### src/rtl/inst_mem_resp_if.sv
// Fetch/loader bus between the PC side (master) and the instruction memory (slave).
interface inst_mem_resp_if;
   logic [31:0] ins_addr;
   logic        inst_ce;
   logic        ld_we;
   logic [31:0] ld_addr;
   logic [31:0] ld_data;
   logic        ld_done;
   logic [31:0] inst;
   logic        inst_valid;
   logic        addr_err;
   logic [1:0]  state;
   logic [15:0] fetch_cnt;

   modport master (
      output ins_addr, inst_ce, ld_we, ld_addr, ld_data, ld_done,
      input  inst, inst_valid, addr_err, state, fetch_cnt
   );

   modport slave (
      input  ins_addr, inst_ce, ld_we, ld_addr, ld_data, ld_done,
      output inst, inst_valid, addr_err, state, fetch_cnt
   );
endinterface

### src/rtl/inst_mem_resp.sv
// Loadable instruction memory with one-cycle registered fetch response.
// Optional macro INST_MEM_BOUND_CHK_EN rejects addresses beyond DEPTH words.
module inst_mem_resp #(
   parameter int DEPTH = 64
) (
   input logic           clk,
   input logic           RST,
   inst_mem_resp_if.slave bus
);
   localparam int AW = $clog2(DEPTH);

   typedef enum logic [1:0] {
      LOAD = 2'b00,
      RUN  = 2'b01
   } state_e;

   state_e state_q, state_d;

   logic [31:0] mem_q [DEPTH];

   logic [31:0] inst_q, inst_d;
   logic        vld_q, vld_d;
   logic        err_q, err_d;
   logic [15:0] cnt_q, cnt_d;

   logic [AW-1:0] rd_idx, wr_idx;
   logic          rd_mis, rd_oob, wr_oob, wr_en;

   assign rd_idx = bus.ins_addr[AW+1:2];
   assign wr_idx = bus.ld_addr[AW+1:2];
   assign rd_mis = |bus.ins_addr[1:0];

`ifdef INST_MEM_BOUND_CHK_EN
   assign rd_oob = |bus.ins_addr[31:AW+2];
   assign wr_oob = |bus.ld_addr[31:AW+2];
`else
   // Upper address bits are don't-care: the index simply wraps modulo DEPTH.
   assign rd_oob = 1'b0;
   assign wr_oob = 1'b0;
`endif

   logic unused_addr_bits;
   assign unused_addr_bits = ^{bus.ins_addr[31:AW+2], bus.ld_addr[31:AW+2], bus.ld_addr[1:0]};

   // State register
   always_ff @(posedge clk or posedge RST) begin
      if (RST) state_q <= LOAD;
      else     state_q <= state_d;
   end

   always_comb begin
      state_d = state_q;
      case (state_q)
         LOAD:    if (bus.ld_done) state_d = RUN;
         RUN:     state_d = RUN;
         default: state_d = LOAD;
      endcase
   end

   // Storage has no reset so loaded code survives RST.
   assign wr_en = (state_q == LOAD) && bus.ld_we && !wr_oob;

   always_ff @(posedge clk) begin
      if (wr_en) mem_q[wr_idx] <= bus.ld_data;
   end

   always_comb begin
      vld_d  = (state_q == RUN) && bus.inst_ce;
      err_d  = vld_d && (rd_mis || rd_oob);
      inst_d = inst_q;
      cnt_d  = cnt_q;
      if (vld_d) begin
         inst_d = err_d ? 32'h0 : mem_q[rd_idx];
         if (cnt_q != 16'hFFFF) cnt_d = cnt_q + 16'd1;
      end
   end

   always_ff @(posedge clk or posedge RST) begin
      if (RST) begin
         inst_q <= 32'h0;
         vld_q  <= 1'b0;
         err_q  <= 1'b0;
         cnt_q  <= 16'h0;
      end else begin
         inst_q <= inst_d;
         vld_q  <= vld_d;
         err_q  <= err_d;
         cnt_q  <= cnt_d;
      end
   end

   assign bus.inst       = inst_q;
   assign bus.inst_valid = vld_q;
   assign bus.addr_err   = err_q;
   assign bus.state      = state_q;
   assign bus.fetch_cnt  = cnt_q;
endmodule

### src/flat_wrapper.sv
// flat-port wrapper written by rule: the top's interface ports become plain ports
module inst_mem_resp_flat 
#(
   parameter int DEPTH = 64
)
  (clk, RST, bus_ins_addr, bus_inst_ce, bus_ld_we, bus_ld_addr, bus_ld_data, bus_ld_done, bus_inst, bus_inst_valid, bus_addr_err, bus_state, bus_fetch_cnt);
  inst_mem_resp_if bus_i ();
  input logic clk;
  input logic RST;
  input wire logic [$bits(bus_i.ins_addr)-1:0] bus_ins_addr;
  input wire logic [$bits(bus_i.inst_ce)-1:0] bus_inst_ce;
  input wire logic [$bits(bus_i.ld_we)-1:0] bus_ld_we;
  input wire logic [$bits(bus_i.ld_addr)-1:0] bus_ld_addr;
  input wire logic [$bits(bus_i.ld_data)-1:0] bus_ld_data;
  input wire logic [$bits(bus_i.ld_done)-1:0] bus_ld_done;
  output wire logic [$bits(bus_i.inst)-1:0] bus_inst;
  output wire logic [$bits(bus_i.inst_valid)-1:0] bus_inst_valid;
  output wire logic [$bits(bus_i.addr_err)-1:0] bus_addr_err;
  output wire logic [$bits(bus_i.state)-1:0] bus_state;
  output wire logic [$bits(bus_i.fetch_cnt)-1:0] bus_fetch_cnt;
  assign bus_i.ins_addr = bus_ins_addr;
  assign bus_i.inst_ce = bus_inst_ce;
  assign bus_i.ld_we = bus_ld_we;
  assign bus_i.ld_addr = bus_ld_addr;
  assign bus_i.ld_data = bus_ld_data;
  assign bus_i.ld_done = bus_ld_done;
  assign bus_inst = bus_i.inst;
  assign bus_inst_valid = bus_i.inst_valid;
  assign bus_addr_err = bus_i.addr_err;
  assign bus_state = bus_i.state;
  assign bus_fetch_cnt = bus_i.fetch_cnt;
  inst_mem_resp #(.DEPTH(DEPTH)) u_core (.clk(clk), .RST(RST), .bus(bus_i));
endmodule
### config.mk
export PLATFORM = sky130hd
export DESIGN_NAME = inst_mem_resp_flat
export DESIGN_NICKNAME = d
export VERILOG_FILES = /design/src/rtl/inst_mem_resp_if.sv /design/src/rtl/inst_mem_resp.sv /design/src/flat_wrapper.sv
export SDC_FILE = /design/constraint.sdc
export NUM_CORES = 2
export LEC_CHECK = 0
export CAP_MARGIN = 20
export CORE_ASPECT_RATIO = 0.7
export CORE_MARGIN = 4
export CORE_UTILIZATION = 36
export CTS_CLUSTER_SIZE = 40
export DETAILED_ROUTE_END_ITERATION = 6
export PLACE_DENSITY_LB_ADDON = 0.08
export SLEW_MARGIN = 0
export SYNTH_ARGS = -nofsm -noshare
export SYNTH_HDL_FRONTEND = slang
export SYNTH_SLANG_ARGS = --single-unit
### constraint.sdc
create_clock -name clk -period 3.22 [get_ports clk]
set_input_delay 0.322 -clock clk [delete_from_list [all_inputs] [get_ports clk]]
set_output_delay 0.322 -clock clk [all_outputs]
set_load 0.01 [all_outputs]
==> metrics.md <==
| Metric | Value |
|---|---|
| Outcome | finished clean |
| Leading area contributor after synthesis | edfxtp_1 |
| DR vias/cell | 5.52 |
| Flops & latches, synth | ~2100 |
| CP required | 3.71 ns |
| CP top delay family | simple AND/OR/NAND/NOR gates |
| Max cap viols | 0 |
| Via count | 38500 |
| TritonCTS clock tree | built |
| Final hold vios | 0 |
| DIE AREA | about 230000 um^2 |
| Hpwl dp | 135 mm |
| Clock tree buffer depth | 4 |
| GRT Overall Usage | 19.5% |
| Initial antenna violation count | 7 |
| Die height | 403 um |
| HP Class | in -> reg |
| First-pass GRT wire length | roughly 320 mm |
| CP Capture Type | flop |
| Worst path depth | 4 |
| Unrepaired setup endpoints after global routing | false |
| Post-synth cell types | 56 |
| Register area share after synthesis | around 80% |
| First-pass DRT Iterations | 6 |
| Mapped Area | 80400 um^2 |
| Worst VDD drop | 0.454 mV |
| Post-layout util | 42.9% |
| Maximum clock rate | 0.359 GHz |
| Die Width | roughly 570 um |
| Post-synth top flop | edfxtp_1 |
| Syn nets | 3553 |
| Setup TNS | 0 ns |
| Fin. max-slew vios | 0 |
| Hold path cells | 1 |
| Ranking of synthesized cells by area | edfxtp_1 (77%), mux4_2 (15%), mux2i_1 (2.3%) |
| Synth cell count leaders | edfxtp_1 (2048), mux4_2 (525), mux2i_1 (186) |
| Static Leakage | 29.9 nW |
| Fin crit period | 2.78 ns |
| EDFF count, synth | 2048 |
| Post-route setup slack | 0.436 ns |
| Detailed Route Iter0 Violations | 3787 |
| Largest net degree at the start of global routing | 65 |
| Crit Path Category | reg -> reg |
| Synth Area per Inst | roughly 23 um^2 |
| Clock transition at the registers of the reported paths | around 0.060 ns |
| Wire per inst | 32.8 um |
| Total power | 56.8 mW |
| Least-Margin Pin Slew | 1.12 ns |
| Period utilisation layout | ~86% |
| Final setup viols | 0 |
| Post-CTS Resized | 0 |
| Clk root buf | clkbuf_16 |
| DP Worst Slack | 0.156 ns |
| Count leader, synth | edfxtp_1 |
| Vias in the first global route | between 30000 and 40000 |
| PortBufs | 101 |
| CTS Sinks | 2099 |
| Largest stage delay on the critical path | 0.66 ns |
| Fin Clk Skew | ~0.043 ns |
| CP Cell Sequence | nor2_1, nand2_1, nor2_4, buf_12 |
| Yosys warns | 0 |
| Final nets | between 3000 and 4000 |
| I/O pin count | between 150 and 200 |
| Final hold slack | 0.0277 ns |
| H-Tree Depth | 4 |
| Row count | 144 |
| Initial Util | 36.4% |
| GRT overflow | 0 |
| Post-synth ARST share | 2.43% |
| Area Overhead vs Synth | 18.0% |
| Worst Reg-to-Reg Cells | 4 |
| Core Footprint | about 220000 um^2 |
| Synth Instances | roughly 3500 |
| DRC viols | 0 |
| Clock Latency Late Sink | 0.84 ns |
| Routed WL | 228 mm |
| Worst relative slew slack | 25.5% |
| CP bufs+invs | 1 |
| Clock buffer count from CTS | 210 |
| Post-CTS Setup Inserts | 0 |
| CP max-delay cell | nor2_4 |
| CP Launch Type | flop |
| Routability cong. | 0.787 |
| Pwr dens | 599 nW/um^2 |
| Detail Route Antenna Nets | 0 |
| Worst path arrival time | 3.28 ns |
| Share of post-route cells with drive strength above 1 | between 30% and 40% |
| Post-synth top area share | 76.5% |
| Crit path max fanout | 14 |
[area by class of cell]
class | instances | area, um^2
Tap cell | 2920 | 3650
Clock buffer | 263 | 5550
Timing Repair Buffer | 405 | 4750
Multi-Input combinational cell | 1162 | 17000
Fill cell | 18600 | 126000
Clock inverter | 110 | 1030
Antenna cell | 5 | 12.5
Inverter | 8 | 36.3
Sequential cell | 2099 | 62800
[final timing paths]
kind,startpoint,slack [ns],endpoint
worst max-delay path,u_core.bus.state[0],0.44,u_core.mem_q[42][10]
worst min-delay path,bus_ld_data[27],0.03,u_core.mem_q[63][27]
worst max register to register,u_core.bus.state[0],0.44,u_core.mem_q[42][10]
worst min register to register,u_core.bus.fetch_cnt[15],0.50,u_core.bus.fetch_cnt[15]
max in group asynchronous,RST,1.95,u_core.bus.state[0]
min in group asynchronous,RST,0.48,u_core.bus.addr_err
[power by group]
group          internal (mW)  switching (mW)
Combinational           1.25            1.63
Sequential              30.0           0.117
Clock                   13.6            10.2
[routing by layer]
| metal | part of all wire (%) | global-route usage, % | vias to the layer above |
|---|---|---|---|
| met4 | 2.2 | 4.40 | 2 |
| met2 | 45 | 29.4 | 1224 |
| li1 | - | - | 15700 |
| met1 | 47 | 29.8 | 21300 |
| met5 | 0.0057 | 0 | - |
| met3 | 5.8 | 3.21 | 291 |
[worst reg2reg max path, delay by kind of cell, from the launching register on]
family	cells	cell delay [ns]
flops	1	0.62
buf+inv	1	0.27
simple gates	3	1.54
[state kept, by name (all words and copies together), names as in the netlist]
name,count
u_core.bus.addr_err,1
u_core.bus.fetch_cnt,16
u_core.bus.inst_valid,1
u_core.mem_q,2048
u_core.bus.state,1
u_core.bus.inst,32
[per-stage QoR]
step / instance area [um^2] / cells
5_1_grt: 94800 / 6967
6_report: 94800 / 6972
3_3_place_gp: 87700 / 6557
2_1_floorplan: 80400 / 3451
3_5_place_dp: 87700 / 6558
4_1_cts: 94300 / 6933
[logic make-up after synthesis]
logic type / Yosys count / synth area share [%]
AO/OA/AOI/OAI: 171 / 1.58
XOR/XNOR: 15 / 0.163
adder cells (fa/ha/maj): 1 / 0.0156
buffers and inverters: 190 / 1.35
flip-flops: 2099 / 78.1
multiplexers: 738 / 17.4
other: 1 / 0.00466
AND/OR/NAND/NOR: 236 / 1.39
[placed cells by master, fill, tap and decap left out, drive strengths merged, types with 10 or more instances in the layout]
cell type | Yosys | final
nand3 | 40 | 40
a221oi | 12 | 12
o21ai | 24 | 24
nand2 | 43 | 43
mux4 | 525 | 525
clkinv | 0 | 80
nor3 | 10 | 10
o22ai | 16 | 16
buf | 129 | 323
dfrtp | 51 | 51
bufinv | 0 | 18
clkbuf | 53 | 263
inv | 8 | 12
mux2i | 186 | 186
nor2b | 10 | 10
dlygate4sd3 | 0 | 17
a22oi | 39 | 39
edfxtp | 2048 | 2048
clkdlybuf4s50 | 0 | 65
a21oi | 16 | 16
nand4 | 12 | 12
nor2 | 85 | 85
o211ai | 13 | 13
mux2 | 27 | 27
[what timing repair did]
action	4_1_cts	5_1_grt
setup endpoints to repair	0	0
hold buffers	2	15
endpoints found under the hold margin	34	203
No activity file was read; power rests on OpenSTA's default activity.
